`src/rtl/bitty_control_unit_pkg.sv`:
```
// Shared types and constants for the BittyPro control unit.
// Holds the datapath widths, the instruction field positions, the format codes,
// the FSM state encodings and the decoded-field struct.
package bitty_control_unit_pkg;

  localparam int unsigned DATA_W    = 16;
  localparam int unsigned NUM_REGS  = 8;
  localparam int unsigned SEL_W     = 3;
  localparam int unsigned ALU_W     = 3;
  localparam int unsigned IMM_W     = 8;
  localparam int unsigned CNT_W_DEF = 16;

  // Instruction field positions
  localparam int unsigned RX_MSB  = 15;
  localparam int unsigned RX_LSB  = 13;
  localparam int unsigned RY_MSB  = 12;
  localparam int unsigned RY_LSB  = 10;
  localparam int unsigned IMM_MSB = 12;
  localparam int unsigned IMM_LSB = 5;
  localparam int unsigned ALU_MSB = 4;
  localparam int unsigned ALU_LSB = 2;
  localparam int unsigned FMT_MSB = 1;
  localparam int unsigned FMT_LSB = 0;

  localparam logic [1:0] FMT_RR  = 2'b00;
  localparam logic [1:0] FMT_IMM = 2'b01;

  // FSM state encodings
  localparam logic [2:0] ST_IDLE   = 3'd0;
  localparam logic [2:0] ST_S_LOAD = 3'd1;
  localparam logic [2:0] ST_EXEC   = 3'd2;
  localparam logic [2:0] ST_WB     = 3'd3;
  localparam logic [2:0] ST_ERR    = 3'd4;

  typedef struct packed {
    logic [SEL_W-1:0] rx;
    logic [SEL_W-1:0] ry;
    logic [IMM_W-1:0] imm8;
    logic [ALU_W-1:0] alu;
    logic [1:0]       fmt;
    logic             is_illegal;
  } fields_t;

endpackage

```
`src/rtl/bitty_control_unit_if.sv`:
```
// Instruction handshake plus datapath control bundle.
// master: the control unit (takes instr/instr_valid/halt, drives ready and controls).
// slave : fetch + datapath side.
interface bitty_control_unit_if;
  import bitty_control_unit_pkg::*;

  logic [DATA_W-1:0]   instr;
  logic                instr_valid;
  logic                instr_ready;
  logic                halt;
  logic [SEL_W-1:0]    mux_sel;
  logic                en_s;
  logic                en_c;
  logic                sel_imm;
  logic [DATA_W-1:0]   imm;
  logic [ALU_W-1:0]    alu_sel;
  logic [NUM_REGS-1:0] en_i;
  logic                done;
  logic                illegal;

  modport master (
    input  instr, instr_valid, halt,
    output instr_ready, mux_sel, en_s, en_c, sel_imm, imm, alu_sel, en_i, done, illegal
  );

  modport slave (
    output instr, instr_valid, halt,
    input  instr_ready, mux_sel, en_s, en_c, sel_imm, imm, alu_sel, en_i, done, illegal
  );
endinterface

```
`src/rtl/bitty_control_unit_decoder.sv`:
```
// Combinational field split of an instruction word.
// Ports: i_ir (instruction word) -> o_fields_c (rx, ry, imm8, alu, fmt, is_illegal).
module bitty_control_unit_decoder
  import bitty_control_unit_pkg::*;
(
  input  logic [DATA_W-1:0] i_ir,
  output fields_t           o_fields_c
);

  always_comb begin
    o_fields_c            = '0;
    o_fields_c.rx         = i_ir[RX_MSB:RX_LSB];
    o_fields_c.ry         = i_ir[RY_MSB:RY_LSB];
    o_fields_c.imm8       = i_ir[IMM_MSB:IMM_LSB];
    o_fields_c.alu        = i_ir[ALU_MSB:ALU_LSB];
    o_fields_c.fmt        = i_ir[FMT_MSB:FMT_LSB];
    o_fields_c.is_illegal = (o_fields_c.fmt != FMT_RR) && (o_fields_c.fmt != FMT_IMM);
  end

endmodule

```
`src/rtl/bitty_control_unit.sv`:
```
// BittyPro sequencer: accepts one instruction per handshake and steps the register-read
// mux, S/C load enables and one-hot register-file write enable through
// S_LOAD -> EXEC -> WB (or ERR for an unsupported format).
// Ports: clk, reset_n (async active-low), bus (bitty_control_unit_if.master),
//        instr_count (retired-instruction counter, wraps).
module bitty_control_unit
  import bitty_control_unit_pkg::*;
#(
  parameter int unsigned CNT_W = CNT_W_DEF
) (
  input  logic                 clk,
  input  logic                 reset_n,
  bitty_control_unit_if.master bus,
  output logic [CNT_W-1:0]     instr_count
);

  logic [2:0]          r_state, w_state_nxt;
  logic [DATA_W-1:0]   r_ir, w_ir_nxt;
  logic [CNT_W-1:0]    r_count, w_count_nxt;
  fields_t             w_f;
  logic                w_accept;

  logic [SEL_W-1:0]    r_mux_sel, w_mux_sel_nxt;
  logic                r_en_s, w_en_s_nxt;
  logic                r_en_c, w_en_c_nxt;
  logic                r_sel_imm, w_sel_imm_nxt;
  logic [NUM_REGS-1:0] r_en_i, w_en_i_nxt;
  logic                r_done, w_done_nxt;
  logic                r_illegal, w_illegal_nxt;
  logic [DATA_W-1:0]   r_imm;
  logic [ALU_W-1:0]    r_alu;

  // Ready is gated by reset_n so nothing looks acceptable while reset is held
  assign bus.instr_ready = reset_n && (r_state == ST_IDLE) && !bus.halt;
  assign w_accept        = bus.instr_ready && bus.instr_valid;
  assign w_ir_nxt        = w_accept ? bus.instr : r_ir;

  // Decode the next IR so registered outputs line up with the state they belong to
  bitty_control_unit_decoder u_dec (
    .i_ir       (w_ir_nxt),
    .o_fields_c (w_f)
  );

  // Next state and next (registered) Moore outputs
  always_comb begin
    w_state_nxt   = r_state;
    w_count_nxt   = r_count;
    w_mux_sel_nxt = '0;
    w_en_s_nxt    = 1'b0;
    w_en_c_nxt    = 1'b0;
    w_sel_imm_nxt = 1'b0;
    w_en_i_nxt    = '0;
    w_done_nxt    = 1'b0;
    w_illegal_nxt = 1'b0;

    case (r_state)
      ST_IDLE:   if (w_accept) w_state_nxt = w_f.is_illegal ? ST_ERR : ST_S_LOAD;
      ST_S_LOAD: w_state_nxt = ST_EXEC;
      ST_EXEC:   w_state_nxt = ST_WB;
      ST_WB: begin
        w_state_nxt = ST_IDLE;
        w_count_nxt = r_count + CNT_W'(1);
      end
      ST_ERR:    w_state_nxt = ST_IDLE;
      default:   w_state_nxt = ST_IDLE;
    endcase

    case (w_state_nxt)
      ST_S_LOAD: begin
        w_mux_sel_nxt = w_f.rx;
        w_en_s_nxt    = 1'b1;
      end
      ST_EXEC: begin
        w_mux_sel_nxt = (w_f.fmt == FMT_RR) ? w_f.ry : '0;
        w_sel_imm_nxt = (w_f.fmt == FMT_IMM);
        w_en_c_nxt    = 1'b1;
      end
      ST_WB: begin
        w_en_i_nxt = NUM_REGS'(1) << w_f.rx;
        w_done_nxt = 1'b1;
      end
      ST_ERR:  w_illegal_nxt = 1'b1;
      default: ;
    endcase
  end

  // State, IR, counter and output registers
  always_ff @(posedge clk or negedge reset_n) begin
    if (!reset_n) begin
      r_state   <= ST_IDLE;
      r_ir      <= '0;
      r_count   <= '0;
      r_mux_sel <= '0;
      r_en_s    <= 1'b0;
      r_en_c    <= 1'b0;
      r_sel_imm <= 1'b0;
      r_en_i    <= '0;
      r_done    <= 1'b0;
      r_illegal <= 1'b0;
      r_imm     <= '0;
      r_alu     <= '0;
    end else begin
      r_state   <= w_state_nxt;
      r_ir      <= w_ir_nxt;
      r_count   <= w_count_nxt;
      r_mux_sel <= w_mux_sel_nxt;
      r_en_s    <= w_en_s_nxt;
      r_en_c    <= w_en_c_nxt;
      r_sel_imm <= w_sel_imm_nxt;
      r_en_i    <= w_en_i_nxt;
      r_done    <= w_done_nxt;
      r_illegal <= w_illegal_nxt;
      r_imm     <= {{(DATA_W-IMM_W){1'b0}}, w_f.imm8};
      r_alu     <= w_f.alu;
    end
  end

  assign bus.mux_sel  = r_mux_sel;
  assign bus.en_s     = r_en_s;
  assign bus.en_c     = r_en_c;
  assign bus.sel_imm  = r_sel_imm;
  assign bus.en_i     = r_en_i;
  assign bus.done     = r_done;
  assign bus.illegal  = r_illegal;
  assign bus.imm      = r_imm;
  assign bus.alu_sel  = r_alu;
  assign instr_count  = r_count;

endmodule

```
`src/flat_wrapper.sv`:
```
// flat-port wrapper written by rule: the top's interface ports become plain ports
module bitty_control_unit_flat import bitty_control_unit_pkg::*;
#(
  parameter int unsigned CNT_W = CNT_W_DEF
)
  (clk, reset_n, instr_count, bus_instr, bus_instr_valid, bus_halt, bus_instr_ready, bus_mux_sel, bus_en_s, bus_en_c, bus_sel_imm, bus_imm, bus_alu_sel, bus_en_i, bus_done, bus_illegal);
  bitty_control_unit_if bus_i ();
  input  logic clk;
  input  logic reset_n;
  output logic [CNT_W-1:0] instr_count;
  input wire logic [$bits(bus_i.instr)-1:0] bus_instr;
  input wire logic [$bits(bus_i.instr_valid)-1:0] bus_instr_valid;
  input wire logic [$bits(bus_i.halt)-1:0] bus_halt;
  output wire logic [$bits(bus_i.instr_ready)-1:0] bus_instr_ready;
  output wire logic [$bits(bus_i.mux_sel)-1:0] bus_mux_sel;
  output wire logic [$bits(bus_i.en_s)-1:0] bus_en_s;
  output wire logic [$bits(bus_i.en_c)-1:0] bus_en_c;
  output wire logic [$bits(bus_i.sel_imm)-1:0] bus_sel_imm;
  output wire logic [$bits(bus_i.imm)-1:0] bus_imm;
  output wire logic [$bits(bus_i.alu_sel)-1:0] bus_alu_sel;
  output wire logic [$bits(bus_i.en_i)-1:0] bus_en_i;
  output wire logic [$bits(bus_i.done)-1:0] bus_done;
  output wire logic [$bits(bus_i.illegal)-1:0] bus_illegal;
  assign bus_i.instr = bus_instr;
  assign bus_i.instr_valid = bus_instr_valid;
  assign bus_i.halt = bus_halt;
  assign bus_instr_ready = bus_i.instr_ready;
  assign bus_mux_sel = bus_i.mux_sel;
  assign bus_en_s = bus_i.en_s;
  assign bus_en_c = bus_i.en_c;
  assign bus_sel_imm = bus_i.sel_imm;
  assign bus_imm = bus_i.imm;
  assign bus_alu_sel = bus_i.alu_sel;
  assign bus_en_i = bus_i.en_i;
  assign bus_done = bus_i.done;
  assign bus_illegal = bus_i.illegal;
  bitty_control_unit #(.CNT_W(CNT_W)) u_core (.clk(clk), .reset_n(reset_n), .bus(bus_i), .instr_count(instr_count));
endmodule
```
`config.mk`:
```
export PLATFORM = sky130hd
export DESIGN_NAME = bitty_control_unit_flat
export DESIGN_NICKNAME = d
export VERILOG_FILES = /design/src/rtl/bitty_control_unit_pkg.sv /design/src/rtl/bitty_control_unit_if.sv /design/src/rtl/bitty_control_unit_decoder.sv /design/src/rtl/bitty_control_unit.sv /design/src/flat_wrapper.sv
export SDC_FILE = /design/constraint.sdc
export NUM_CORES = 1
export LEC_CHECK = 0
export CAP_MARGIN = 10
export CORE_UTILIZATION = 40
export CTS_CLUSTER_DIAMETER = 100
export DETAILED_ROUTE_END_ITERATION = 7
export PLACE_DENSITY_LB_ADDON = 0.25
export SYNTH_ARGS = -nofsm -noshare
export SYNTH_HDL_FRONTEND = slang
export SYNTH_HIERARCHICAL = 1
export SYNTH_SLANG_ARGS = --single-unit
export TNS_END_PERCENT = 50
```
`constraint.sdc`:
```
create_clock -name clk -period 2.5 [get_ports clk]
set_clock_uncertainty 0.15 [all_clocks]
set_input_delay 0.5 -clock clk [delete_from_list [all_inputs] [get_ports clk]]
set_output_delay 0.5 -clock clk [all_outputs]
set_load 0.05 [all_outputs]
```
==> metrics.md, run 1 <==
| Metric | Value |
|---|---|
| Final wirelength | `4320 um` |
| Max-cap violations | `0` |
| Gp weighted congestion | `0.720` |
| Sequential element share of the synthesized area | `62.3%` |
| First-pass GRT wire length | `7080 um` |
| Vias in the first global route | `1489` |
| Crit-path max FO | `6` |
| IO Port Bufs | `63` |
| Vias per cell | `4.57` |
| DP HPWL | `3040 um` |
| Critical path class | `reg -> out` |
| Synth unique cells | `27` |
| Mapped cell area | `0.00249 mm^2` |
| Status | `complete, no violations` |
| Final Critical Period | `2270 ps` |
| Worst Hold Class | `in -> async` |
| Pin count of the biggest net entering global routing | `between 60 and 70` |
| Pwr dens | `~1200 mW/mm^2` |
| FILL cells | `545` |
| Post-Synthesis Cells | `roughly 180` |
| YS warnings | `6` |
| Clock Sinks | `between 60 and 70` |
| Worst-margin pin slew | `766 ps` |
| Clock Pin Slew Worst Setup and Hold Paths | `about 60 ps` |
| Flop-to-flop setup slack | `around 430 ps` |
| Remaining DRCs | `0` |
| Pins Over Slew Limit | `0` |
| CORE AREA | `0.00596 mm^2` |
| Post-DR wirelength/cell | `13.3 um` |
| Leakage | `1.48 nW` |
| Main synth FF type | `dfrtp_1` |
| Crit Reg-Reg Endpoint | `u_core/bus.en_i[0]` |
| CP delay by family, top | `buffers and inverters` |
| Final net count | `267` |
| Num rows | `28` |
| Ant. Diodes | `0` |
| Die Ht | `approximately 80 um` |
| Die Area | `0.00654 mm^2` |
| FF-to-FF path depth | `5` |
| Worst path buffer plus inverter count | `1` |
| TritonCTS clock tree | `yes` |
| Hold Buf Count CTS | `0` |
| Cell taking the most area after synthesis | `dfrtp_1` |
| CP Launch Point | `u_core/instr_count[0]` |
| Starting Density | `41.8%` |
| Final Instance Area | `0.00324 mm^2` |
| CP required | `1850 ps` |
| Levels on crit path | `1` |
| Synth area leaders | `dfrtp_1, buf_4, mux2_4` |
| Final Util | `54.4%` |
| Total gr overflow | `0` |
| Layout cells sized above 1 | `about 18%` |
| Critical Path End | `instr_count[0]` |
| H-tree depth | `3` |
| Dpl cell area | `0.00309 mm^2` |
| Die X-Extent | `80.9 um` |
| Worst-skew pair later-pin latency | `330 ps` |
| Initial antenna violation count | `0` |
| Max VDD drop | `approximately 0.00063 V` |
| Detailed Routing Iterations Pass 1 | `4` |
| Final Hold Fails | `0` |
| Ratio of final minimum period to clock period | `between 90% and 100%` |
| RSZ-0062 raised after global routing | `false` |
| Pre-CTS setup slack | `-178 ps` |
| Slew Limit Headroom | `48.9%` |
| EDFF count, synth | `0` |
| Top-area cell type share of the netlist area | `between 60% and 70%` |
| P&R area growth vs syn | `30.3%` |
| Avg Cell Area, Syn | `13.5 um^2` |
| Most common cell after layout, fill and taps aside | `dfrtp_1` |
| Commonest cells after routing, fill and taps aside | `dfrtp_1, clkdlybuf4s50_1, nor2_1` |
| Post-synth ARST share | `100%` |
| Final worst slack | `228 ps` |
| Fmax achieved | `0.440 GHz` |
| Worst hold slack | `268 ps` |
| Biggest cell delay along the critical path | `840 ps` |
| CP Launch Type | `register` |
| Crit path max-delay cell type | `clkdlybuf4s50_1` |
| IO Count | `72` |
| R2r startpoint | `u_core/r_state[1]` |
| Worst-path cell chain | `clkdlybuf4s50_1` |
| Initial drt markers | `42` |
| Crit path DAT | `1620 ps` |
| Detailed-route via count | `1484` |
| Yosys reg bits | `62` |
| Clock Path Buffers | `2` |
| Root Buffer | `clkbuf_8` |
| Crit. End Element | `primary output` |
| Gr usage total | `15.3%` |
| Total CTS buffers | `9` |
| Number of routed nets with antenna violations | `0` |
| Endpoints failing setup | `0` |
-- stage by stage --
| step | setup TNS, ps | total power, mW | instances |
|---|---|---|---|
| 2_1_floorplan | 0 | 2.77 | 191 |
| 3_3_place_gp | -1840 | 3.13 | 310 |
| 3_5_place_dp | -1850 | 3.14 | 310 |
| 4_1_cts | 0 | 3.86 | 325 |
| 5_1_grt | 0 | 4.01 | 325 |
| 6_report | 0 | 3.81 | 325 |
-- cell families after synthesis --
family / share of synthesized area [%]
DFF: 62.3
and+or+nand+nor: 11.6
buffers and inverters: 10.2
muxes: 8.90
xor gates and xnor gates: 5.28
AOI/OAI and AO/OA: 1.06
adders and majority gates: 0.503
other: 0.151
-- layout make-up --
class / instances / area [um^2] / share of cell area (%)
sequential: 62 / 1550 / 47.9
timing repair buffer: 74 / 718 / 22.2
multi-input combinational: 95 / 714 / 22.0
clock buffer: 13 / 139 / 4.28
tap: 75 / 93.8 / 2.89
inverter: 4 / 15.0 / 0.463
clock inverter: 2 / 10.0 / 0.309
-- power breakdown --
part	internal (mW)	switching, mW
clock network	0.352	0.344
logic	0.639	1.01
registers	1.32	0.145
-- timing repair --
| item | 4_1_cts | 5_1_grt |
|---|---|---|
| resized for setup | 0 | 1 |
| buffers inserted | 0 | 0 |
| endpoints found under the setup margin | 0 | 1 |
-- layer usage --
layer	up-vias	wire [um]	global-route usage, %
li1	703	-	-
met1	712	1940	19.5
met2	58	1910	21.6
met3	11	351	5.84
met4	0	116	10.2
met5	-	0	0
-- how the worst min path moves through the flow --
stage,end,cells past startpoint
6_report,u_core/bus.en_s,2
4_1_cts,u_core/bus.alu_sel[1],2
3_5_place_dp,u_core/instr_count[15],1
2_1_floorplan,u_core/bus.alu_sel[0],0
3_3_place_gp,u_core/instr_count[15],1
5_1_grt,u_core/r_state[0],2
-- sequential cells by signal, indices dropped and copies added (netlist names) --
| signal | cells |
|---|---|
| u_core/instr_count | 16 |
| u_core/r_ir | 16 |
| u_core/bus.en_i | 8 |
| u_core/bus.imm | 8 |
| u_core/bus.alu_sel | 3 |
| u_core/bus.mux_sel | 3 |
| u_core/r_state | 3 |
| u_core/bus.done | 1 |
| u_core/bus.en_c | 1 |
| u_core/bus.en_s | 1 |
| u_core/bus.illegal | 1 |
| u_core/bus.sel_imm | 1 |
-- synthesized netlist by cell type, types with 2 or more instances --
library cell	n
mux2_4	8
nor3_1	6
nor2_1	13
nor3b_1	2
dfrtp_1	62
buf_4	27
xnor2_1	11
a22o_1	3
nand3_1	7
and3_1	3
xor2_1	4
nand2b_1	4
inv_1	4
nand2_1	5
nand4_1	3
nor4_2	2
nand3b_1	2
mux2_2	9
No activity file was read; power rests on OpenSTA's default activity.
==> run 2: changes to the inputs <==
--- a/config.mk
+++ b/config.mk
@@ -5,7 +5,7 @@
 export SDC_FILE = /design/constraint.sdc
 export NUM_CORES = 1
 export LEC_CHECK = 0
-export CAP_MARGIN = 10
+export CORE_ASPECT_RATIO = 1.25
 export CORE_UTILIZATION = 40
 export CTS_CLUSTER_DIAMETER = 100
 export DETAILED_ROUTE_END_ITERATION = 7
==> metrics.md, run 2 (synthesis results as in run 1) <==
| Metric | Value |
|---|---|
| R2r startpoint | `u_core/r_state[1]` |
| Die Area | `between 0.006 and 0.007 mm^2` |
| DR top layer | `met4` |
| Clock Path Buffers | `2` |
| CORE AREA | `0.00590 mm^2` |
| TritonCTS clock tree | `yes` |
| Pin count of the biggest net entering global routing | `63` |
| RSZ-0062 raised after global routing | `false` |
| Critical path class | `in -> reg` |
| Commonest cells after routing, fill and taps aside | `dfrtp_1, clkdlybuf4s50_1, buf_4` |
| Final net count | `270` |
| Total CTS buffers | `9` |
| Detailed-route via count | `1469` |
| Leakage | `1.53 nW` |
| Met3 wire len | `~290 um` |
| Crit path DAT | `2400 ps` |
| Ant. Diodes | `0` |
| Crit Reg-Reg Endpoint | `u_core/bus.en_i[2]` |
| Vias in the first global route | `1605` |
| Number of routed nets with antenna violations | `0` |
| Hold Buf Count CTS | `0` |
| Root Buffer | `clkbuf_8` |
| Final worst slack | `198 ps` |
| IO Count | `72` |
| Die Ht | `90.2 um` |
| First-pass GRT wire length | `just over 7000 um` |
| Dpl cells | `320` |
| Crit-path max FO | `8` |
| P&R area growth vs syn | `33.6%` |
| Status | `complete, no violations` |
| Detailed Routing Iterations Pass 1 | `4` |
| H-tree depth | `3` |
| Final Instance Area | `0.00332 mm^2` |
| Initial drt markers | `just over 40` |
| Endpoints failing setup | `0` |
| Total chip power | `about 4.0 mW` |
| IO Port Bufs | `63` |
| Post-CTS sizing | `0` |
| CP required | `2590 ps` |
| Pre-CTS setup slack | `-240 ps` |
| Pins Over Slew Limit | `0` |
| Die X-Extent | `between 70 and 80 um` |
| Most common cell after layout, fill and taps aside | `dfrtp_1` |
| Max-cap violations | `0` |
| CP Launch Point | `bus_halt` |
| Worst Hold Class | `in -> async` |
| Layout cells sized above 1 | `a little over a fifth` |
| Final Hold Fails | `0` |
| Ratio of final minimum period to clock period | `92.1%` |
| Gp weighted congestion | `about 0.76` |
| Sequential cell area | `0.00155 mm^2` |
| Met1 Wirelength | `between 1500 and 2000 um` |
| Slew Limit Headroom | `49.0%` |
| Final non-filler cell total | `approximately 340` |
| Vias per cell | `4.37` |
| FILL cells | `530` |
| DP HPWL | `between 2000 and 3000 um` |
| Worst hold slack | `218 ps` |
| Crit. End Element | `register` |
| Setup_tns | `0 ps` |
| Pwr dens | `1200 mW/mm^2` |
| FF-to-FF path depth | `5` |
| # Post-CTS Setup Buffers | `0` |
| Clock Pin Slew Worst Setup and Hold Paths | `70 ps` |
| Total gr overflow | `0` |
| Remaining DRCs | `0` |
| Clock Sinks | `62` |
| Dpl cell area | `0.00312 mm^2` |
| Routed length on met2 | `2110 um` |
| Starting Density | `42.2%` |
| Flop-to-flop setup slack | `about 400 ps` |
| Final Util | `56.4%` |
| CP Launch Type | `input pin` |
| Post-DR wirelength/cell | `around 13 um` |
| Worst-skew pair later-pin latency | `between 300 and 400 ps` |
| Fmax achieved | `0.434 GHz` |
| Critical Path End | `u_core/bus.en_i[2]` |
| Max VDD drop | `0.000741 V` |
| Final wirelength | `between 4000 and 5000 um` |
| Final Critical Period | `about 2300 ps` |
| Multi-input gate area | `714 um^2` |
| Num rows | `31` |
| Worst-margin pin slew | `766 ps` |
| Initial antenna violation count | `0` |
| Gr usage total | `14.4%` |
run 2: area by class of cell:
class,instances,area share (%)
clock buffers,12,4.67
well taps,82,3.09
clock inverters,4,1.35
flip-flops and latches,62,46.7
repair buffers,77,22.3
inverters,4,0.452
multi-input cells,95,21.5
run 2: worst min path at each step:
stage                                 startpoint                endpoint  slack (ps)
after global placement    u_core/instr_count[15]  u_core/instr_count[15]         310
after detailed placement  u_core/instr_count[15]  u_core/instr_count[15]         310
after global routing                     reset_n   u_core/instr_count[2]         310
after floorplan                          reset_n   u_core/bus.alu_sel[0]          50
final                                    reset_n       u_core/bus.imm[1]         220
after CTS                                reset_n   u_core/instr_count[2]         250
run 2: where the power goes:
group	internal [mW]	switching, mW
registers	1.32	0.142
clock network	0.510	0.356
logic	0.660	1.02
run 2: critical path, cell delays in order:
cell and delay (ps):
clkdlybuf4s50_1 400, nand3b_1 190, or4_4 480, buf_4 210
mux2_4 340, nand2b_1 160, nor2_1 110
run 2: routing by layer:
metal	vias to the layer above	GRT usage [%]
li1	708	-
met1	712	17.2
met2	44	22.7
met3	5	5.16
met4	0	7.19
met5	-	0
==> run 3: changes to the inputs <==
--- a/config.mk
+++ b/config.mk
@@ -10,6 +10,7 @@
 export CTS_CLUSTER_DIAMETER = 100
 export DETAILED_ROUTE_END_ITERATION = 7
 export PLACE_DENSITY_LB_ADDON = 0.25
+export SKIP_CTS_REPAIR_TIMING = 1
 export SYNTH_ARGS = -nofsm -noshare
 export SYNTH_HDL_FRONTEND = slang
 export SYNTH_HIERARCHICAL = 1
==> results of run 3 <==
The final DEF is identical to that of run 2; final timing and power are the same.
